`src/rtl/par_ser_pkg.sv`:
```
// ============================================================================
// Module      : par_ser_pkg
// Description : Shared sizes and FSM state encoding for the parallel-to-serial
//               transmitter. PAR state present only with PAR_SER_TX_PARITY_EN.
// Revision    : 1.0 - initial release
// ============================================================================
`default_nettype none

package par_ser_pkg;

    localparam int WORD_W  = 4;
    localparam int N_WORDS = 4;
    localparam int FRAME_W = WORD_W * N_WORDS;

    typedef enum logic [2:0] {
        IDLE  = 3'd0,
        SYNC  = 3'd1,
        SHIFT = 3'd2,
`ifdef PAR_SER_TX_PARITY_EN
        PAR   = 3'd3,
`endif
        DONE  = 3'd4
    } state_t;

endpackage

`default_nettype wire

```
`src/rtl/piso_reg.sv`:
```
// ============================================================================
// Module      : piso_reg
// Description : Parallel-load, MSB-first shift register for one frame word.
// Revision    : 1.0 - initial release
// ============================================================================
`default_nettype none

module piso_reg #(
    parameter int WIDTH = 4
) (
    input  logic             clk,
    input  logic             clr,
    input  logic             i_load,
    input  logic             i_shift,
    input  logic [WIDTH-1:0] i_data,
    output logic             o_msb
);

    logic [WIDTH-1:0] r_sr;

    always_ff @(posedge clk) begin
        if (clr) begin
            r_sr <= '0;
        end else if (i_load) begin
            r_sr <= i_data;
        end else if (i_shift) begin
            r_sr <= {r_sr[WIDTH-2:0], 1'b0};
        end
    end

    assign o_msb = r_sr[WIDTH-1];

endmodule

`default_nettype wire

```
`src/rtl/par_ser_tx.sv`:
```
// ============================================================================
// Module      : par_ser_tx
// Description : Sends words A..D as a 16-bit MSB-first serial frame preceded by
//               a SYNC strobe. Define PAR_SER_TX_PARITY_EN for an even-parity bit.
// Revision    : 1.0 - initial release
// ============================================================================
`default_nettype none

module par_ser_tx
    import par_ser_pkg::*;
(
    input  logic              clk,
    input  logic              clr,
    input  logic              start,
    input  logic [WORD_W-1:0] A,
    input  logic [WORD_W-1:0] B,
    input  logic [WORD_W-1:0] C,
    input  logic [WORD_W-1:0] D,
    output logic              data_TX,
    output logic              transmit,
    output logic [1:0]        Qbit,
    output logic [1:0]        Qwrd,
    output logic              busy,
    output logic              done
);

`ifdef PAR_SER_TX_PARITY_EN
    localparam state_t c_after_shift = PAR;
`else
    localparam state_t c_after_shift = DONE;
`endif

    state_t             r_state;
    state_t             w_next;
    logic [1:0]         r_qbit;
    logic [1:0]         r_qwrd;
    logic [1:0]         w_nbit;
    logic [1:0]         w_nwrd;
    logic               w_load;
    logic               w_next_bit;
    logic               r_data_tx;
    logic               r_transmit;
    logic               r_busy;
    logic               r_done;
    logic [WORD_W-1:0]  w_words [N_WORDS];
    logic [N_WORDS-1:0] w_msb;
    logic [N_WORDS-1:0] w_shift;

    assign w_words[0] = A;
    assign w_words[1] = B;
    assign w_words[2] = C;
    assign w_words[3] = D;

    // Each word shifts on the edge that registers its current MSB onto data_TX.
    generate
        for (genvar gi = 0; gi < N_WORDS; gi++) begin : g_word
            assign w_shift[gi] = (w_next == SHIFT) && (w_nwrd == 2'(gi));
            piso_reg #(.WIDTH(WORD_W)) u_piso (
                .clk     (clk),
                .clr     (clr),
                .i_load  (w_load),
                .i_shift (w_shift[gi]),
                .i_data  (w_words[gi]),
                .o_msb   (w_msb[gi])
            );
        end
    endgenerate

`ifdef PAR_SER_TX_PARITY_EN
    logic r_parity;

    always_ff @(posedge clk) begin
        if (clr) begin
            r_parity <= 1'b0;
        end else if (w_load) begin
            r_parity <= ^{A, B, C, D};
        end
    end
`endif

    always_comb begin
        w_next = r_state;
        w_nbit = 2'd0;
        w_nwrd = 2'd0;
        w_load = 1'b0;
        case (r_state)
            IDLE: begin
                if (start) begin
                    w_load = 1'b1;
                    w_next = SYNC;
                end
            end
            SYNC: w_next = SHIFT;
            SHIFT: begin
                if (r_qbit == 2'd3 && r_qwrd == 2'd3) begin
                    w_next = c_after_shift;
                end else begin
                    {w_nwrd, w_nbit} = {r_qwrd, r_qbit} + 4'd1;
                end
            end
`ifdef PAR_SER_TX_PARITY_EN
            PAR:  w_next = DONE;
`endif
            DONE: w_next = IDLE;
            default: w_next = IDLE;
        endcase
    end

    always_comb begin
        w_next_bit = 1'b0;
        if (w_next == SHIFT) begin
            w_next_bit = w_msb[w_nwrd];
        end
`ifdef PAR_SER_TX_PARITY_EN
        if (w_next == PAR) begin
            w_next_bit = r_parity;
        end
`endif
    end

    // Outputs are registered from the next state so they line up with r_state.
    always_ff @(posedge clk) begin
        if (clr) begin
            r_state    <= IDLE;
            r_qbit     <= 2'd0;
            r_qwrd     <= 2'd0;
            r_data_tx  <= 1'b0;
            r_transmit <= 1'b0;
            r_busy     <= 1'b0;
            r_done     <= 1'b0;
        end else begin
            r_state    <= w_next;
            r_qbit     <= w_nbit;
            r_qwrd     <= w_nwrd;
            r_data_tx  <= w_next_bit;
            r_transmit <= (w_next == SYNC);
            r_busy     <= (w_next != IDLE);
            r_done     <= (w_next == DONE);
        end
    end

    assign data_TX  = r_data_tx;
    assign transmit = r_transmit;
    assign Qbit     = r_qbit;
    assign Qwrd     = r_qwrd;
    assign busy     = r_busy;
    assign done     = r_done;

endmodule

`default_nettype wire

```
`config.mk`:
```
export PLATFORM = sky130hd
export DESIGN_NAME = par_ser_tx
export DESIGN_NICKNAME = d
export VERILOG_FILES = /design/src/rtl/par_ser_pkg.sv /design/src/rtl/piso_reg.sv /design/src/rtl/par_ser_tx.sv
export SDC_FILE = /design/constraint.sdc
export NUM_CORES = 1
export LEC_CHECK = 0
export BUFFER_PORTS_ARGS = -buffer_cell sky130_fd_sc_hd__buf_2
export CORE_MARGIN = 1.5
export CORE_UTILIZATION = 47
export CTS_BUF_LIST = sky130_fd_sc_hd__clkbuf_4 sky130_fd_sc_hd__clkbuf_8 sky130_fd_sc_hd__clkbuf_16
export DETAILED_ROUTE_END_ITERATION = 10
export PLACE_DENSITY = 0.74
export SLEW_MARGIN = 10
export SYNTH_ARGS = -nofsm -noshare
export SYNTH_HDL_FRONTEND = slang
export SYNTH_SLANG_ARGS = --single-unit
```
`constraint.sdc`:
```
create_clock -name clk -period 1.69 [get_ports clk]
set_input_delay 0 -clock clk [delete_from_list [all_inputs] [get_ports clk]]
set_output_delay 0 -clock clk [all_outputs]
set_load 0.1 [all_outputs]
```
# Word-level counts from Yosys, hierarchy flattened
# Index checks and enable logic that the tools add are counted.
[word_totals]
ff_bits = 27
latchBits = 0
ramBits = 0
romBits = 0
elab_cells = 56
mem_count = 0
[classes]
add_sub_neg = 1
multipliers = 0
div_mod_pow = 0
order_cmp = 1
n_eq_ne = 10
shifts = 0
n_mux = 17
bitwise_logic = 2
reduce_logical = 14
[op_table]
columns = ["op", "count"]
rows = [
  ["4-bit 2-to-1 mux", 8],
  ["3-bit case mux with 3 select lines", 1],
  ["2-bit == test (second input constant)", 4],
  ["2-bit nonzero test", 4],
  ["3-bit by 1-bit == test with 1-bit output (second input constant)", 2],
  ["3-bit by 2-bit == test with 1-bit output (second input constant)", 2],
  ["3-bit 2-to-1 mux", 2],
  ["1-bit logical AND", 5],
  ["4-bit by 1-bit adder with 4-bit output (second input constant)", 1],
  ["2-bit 2-to-1 mux", 2],
  ["3-bit == test (second input constant)", 1],
  ["3-bit logical NOT", 1],
  ["2-bit by 3-bit < comparator with 1-bit output (second input constant)", 1],
  ["1-bit 2-to-1 mux", 3],
  ["3-bit nonzero test", 1],
  ["3-bit OR reduction", 1],
  ["1-bit binary-select mux with 2-bit select", 1],
  ["2-bit by 1-bit == test with 1-bit output (second input constant)", 1],
  ["2-bit logical NOT", 1],
  ["1-bit inverter", 2],
  ["2-bit OR reduction", 1],
]

# Logic depth before layout (Yosys ltp)
[logic_depth]
depth_word = 8
depth_mapped = 6
ltp_nobuf = 6

# Cells and area by module
# From an unflattened synthesis, not the netlist that was laid out.
[hier_totals]
cells_unflattened = 133
hier_area_um2 = 1297.5
[by_module_without_submodules]
columns = ["module", "instances", "cells_each", "area_per_inst_um2"]
rows = [
  ["piso_reg", 4, 17, 172.7],
  ["par_ser_tx", 1, 65, 606.8],
]

# Worst setup path after synthesis
# No wires, ideal clock.
[synth_path]
kind = "reg-to-reg"
startpoint = "register r_qbit[0], in the netlist Qbit[0]"
endpoint = "register g_word[2].u_piso.r_sr[1]"
setup_time_ps = 103
arrival_ps = 2271
t_required_ps = 1587
slack_ps = -684
path_stages_with_launch = 7
synth_period_minus_slack_ps = 2374
path_cell_list = "dfxtp_1 > ha_1 > xor2_1 > nand2_4 > nand4_2 > nor2_1 > a2111oi_2"
[synth_via]
elab_chain_len = 7
elab_cells_between_ends = 11
cone_classes = "add/sub (1); eq/ne (3); mux (4); reduce/logical (3)"
[synth_rtl]
columns = ["item", "line_no", "source"]
rows = [
  ["start, declared", "par_ser_tx.sv:35", "logic [1:0] r_qbit;"],
  ["start signal, assigned", "par_ser_tx.sv:133", "r_qbit <= w_nbit;"],
  ["parallel branches: the longest is 5 deep, another holds 4-bit by 1-bit adder with 4-bit output", "-", ""],
  ["1-bit logical AND (*)", "par_ser_tx.sv:57", "assign w_shift[gi] = (w_next == SHIFT) && (w_nwrd == 2'(gi));"],
  ["2-bit nonzero test (no source line) (*)", "-", ""],
  ["end signal, assigned", "piso_reg.sv:25", "r_sr <= i_data;"],
  ["end signal, assigned", "piso_reg.sv:27", "r_sr <= {r_sr[WIDTH-2:0], 1'b0};"],
  ["end, declared", "piso_reg.sv:19", "logic [WIDTH-1:0] r_sr;"],
]
# Every way passes the cells marked *.
# A chain may end at the register's enable or synchronous reset.

# Worst setup path in the final report
[layout_path]
startpoint = "register r_state[2]"
endpoint = "register g_word[1].u_piso.r_sr[0]"
[layout_via]
elab_chain_len = 5
elab_cells_between_ends = 13
cone_classes = "eq/ne (4); mux (6); reduce/logical (3)"
[layout_rtl]
columns = ["item", "line_no", "source"]
rows = [
  ["start, declared", "par_ser_tx.sv:33", "state_t r_state;"],
  ["start signal, assigned", "par_ser_tx.sv:132", "r_state <= w_next;"],
  ["3-bit by 2-bit == test with 1-bit output (tied with other cells)", "par_ser_tx.sv:86", "case (r_state)"],
  ["3-bit case mux with 3 select lines or 2-bit 2-to-1 mux (tied branches)", "par_ser_tx.sv:86", ""],
  ["3-bit by 2-bit == test with 1-bit output or 2-bit by 1-bit == test with 1-bit output (tied branches)", "par_ser_tx.sv:57", ""],
  ["1-bit logical AND", "par_ser_tx.sv:57", ""],
  ["2-bit nonzero test (no source line)", "-", ""],
  ["end signal, assigned", "piso_reg.sv:25", ""],
  ["end signal, assigned", "piso_reg.sv:27", ""],
  ["end, declared", "piso_reg.sv:19", ""],
]
# Several ways; a longest one is shown, not always the timed one.

==> metrics.yaml <==
status:
  status: "complete, no violations"
layout:
  finish.instance_area_sq_um: 1654
  diodes: 0
  final_nets: 195
  instances_no_fill: 204
  area_growth_pct: 36.71
  drive_above_1_share_pct: 36.78
cts:
  clk_pin_slew_ns: 0.14
  clockBufferDepth: 2
  clkSinkCount: 27
  cts_buffers: 3
  cts_tree: "yes"
  clk_latency_ns: 0.33
  root_buffer: "clkbuf_4"
  cts_max_level: 1
timing:
  slew_headroom_pct: 64.69
  hold_violations: 0
  max_freq_mhz: 620.2
  period_needed_ns: 1.612
  setup_viol: 0
  fin_crit_sh_pct: 95.40
  final_max_slew_viol_count: 0
  finalClockSkew_ns: 0.007461
  worst_slew_pin_slew_ns: 0.5296
  rsz0062_at_grt: "false"
global_routing:
  grt_pass1_vias: 1041
  grtUsageTotal_pct: 21.57
  use_met2_pct: 39.43
  antenna_found_initial: 0
  grt_max_degree: 27
  use_met1_pct: 25.65
  grt_overflow_total: 0
  grt_busiest_layer: "met2"
  met3_usage_pct: 5.000
  grt_first_pass_wirelength_mm: 4.512
place:
  gp_congestion: 0.7128
  hpwl_mm: 1.783
  dpl_cell_area_sq_um: 1395
  port_buffers: 26
  placedCellCount: 180
synthesis:
  synth.ff_latch_count: 27
  synth_fp_nets: 148
  synth_top_area_share_pct: 44.67
  seq_area_frac_synth_pct: 44.67
  syn-instance-count: 128
  synth_area_leader_cell: "dfxtp_1"
  synth.cell_area_sq_um: 1210
  ys.warnings.count: 0
  synth_cell_types: 34
  synthTopCellsByArea: "dfxtp_1, nor2_1, nand2_1, a311oi_1, a2111oi_2"
  postSynthAreaPerCell_sq_um: 9.452
routing:
  first_iter_violations: 12
  vias: 1093
  drc: 0
  dr.pass1.iters: 4
  wl_mm: 2.769
  wl_per_cell_microns: 13.57
  routed_via_density: 5.358
  drtAntennaViolNets: 0
die:
  core_sq_um: 2455
  die_w_microns: 53.74
  rows: 18
  die_area_sq_um: 2887
  die_h_microns: 53.74
  start_util_pct: 49.29
  num_io_pins: 27
min_path:
  hp-start: "C[3]"
  min_path_cells: 3
  hp-class: "in -> reg"
  min_to: "g_word[2].u_piso.r_sr[3]"
critical_path:
  endpoint_kind: "flop"
  reg2reg_to: "g_word[1].u_piso.r_sr[0]"
  required_ns: 1.89
  rr_worst_depth: 5
  reg2reg_from: "r_state[2]"
  setup.worst_path.start_class: "flop"
  critPathMaxFanout: 6
  cp.arrival_ns: 1.82
  ff2ff_setup_slack_ns: 0.08
  crit_type: "reg -> reg"
power_and_ir_drop:
  leakage_nw: 0.6969
  irDropWorstVdd_uv: 692.2
  power.total_mw: 1.270
  p_per_area_nw_per_um2: 767.7
flow_run:
  maxCapViolations: 0
-- power breakdown --
part	switching, mW	internal, mW
combinational	0.149	0.122
clock	0.187	0.109
sequential	0.0274	0.675
total	0.363	0.906
-- layer usage --
metal	wire (microns)	up-vias
met4	30	0
met5	0	-
met2	1419	22
met3	105	4
met1	1214	513
li1	-	554
-- logic make-up after synthesis --
group / count (synthesis) / share of synthesized area, %
and+or+nand+nor: 60 / 25.65
DFF: 27 / 44.67
xor gates and xnor gates: 3 / 2.793
muxes: 4 / 3.309
AOI/OAI and AO/OA: 26 / 19.44
buffers and inverters: 7 / 3.102
adders and majority gates: 1 / 1.034
-- per-stage QoR --
step                utilization, %  setup TNS [ns]  hold WS, ns  setup slack, ns
global route                 67.38               0    -0.007389        0.0006604
floorplan                        -       -0.006646       0.1360        -0.006646
CTS                          64.42               0     0.007059         0.005171
global placement             56.83               0       0.2441          0.08925
detailed placement           56.83               0       0.2548         0.002865
finish                       67.38               0     0.002580          0.07773
-- critical path: stages (launching register included) --
cell,delay (ns)
dfxtp_4,0.40
or4b_4,0.61
clkbuf_4,0.20
nand2_1,0.09
o21bai_1,0.11
a21oi_1,0.08
-- synth_stat cells --
library cell / instances
buf_6: 1
xor2_1: 2
mux2i_1: 4
nand3_1: 5
buf_2: 3
a311oi_1: 6
nor2_1: 23
or3_1: 1
clkbuf_1: 2
nand2_1: 17
ha_1: 1
xnor2_2: 1
nor4b_2: 1
or4b_4: 1
o21bai_1: 2
a2111oi_2: 3
o22a_1: 1
and3_1: 1
o21ai_2: 2
nor3b_4: 1
a211oi_1: 1
nand4_2: 1
nor4b_1: 1
a2111oi_0: 1
nor3_1: 1
dfxtp_1: 27
nor4_1: 3
a21oi_1: 5
nand2_4: 1
a211oi_2: 3
nand2b_1: 3
a221o_1: 1
a21boi_0: 1
buf_1: 1
-- cells in the final DEF, fill, tap and decap left out, drive strengths merged, types with 3 or more instances in the layout --
cell         count
dlygate4sd3     14
nor2            23
buf             34
dfxtp           27
nand3            5
a21oi            5
nand2b           3
nand2           18
clkbuf           5
a211oi           4
a311oi           6
nor4             3
a2111oi          4
mux2i            4
-- sequential cells by signal (all words and copies together), names as in the netlist --
signal and cells:
transmit 1, r_state 3, data_TX 1, Qbit 2
busy 1, done 1, g_word.u_piso.r_sr 16, Qwrd 2
-- layout make-up --
type	count	area (sq um)
Tap cell	30	37.54
Clock buffer	4	30.03
Fill cell	207	800.8
Multi-Input combinational cell	94	689.4
Timing Repair Buffer	49	337.8
Sequential cell	27	559.3
-- worst max-delay path by stage --
stage,from,to,cells after the start
global route,Qbit[0],g_word[3].u_piso.r_sr[2],6
detailed placement,r_state[1],g_word[2].u_piso.r_sr[1],5
floorplan,Qbit[0],g_word[2].u_piso.r_sr[1],6
global placement,r_state[0],g_word[1].u_piso.r_sr[1],4
finish,r_state[2],g_word[1].u_piso.r_sr[0],5
CTS,r_state[2],g_word[1].u_piso.r_sr[1],4
-- repair_timing --
| item | in CTS | in global routing |
|---|---|---|
| setup buffers | 1 | 5 |
| hold endpoints to repair | 14 | 0 |
| endpoints found under the setup margin | 2 | 12 |
| hold buffers | 14 | 0 |
| pin swaps | 1 | 4 |
| resized for setup | 1 | 9 |
(Power assumes the default switching activity.)
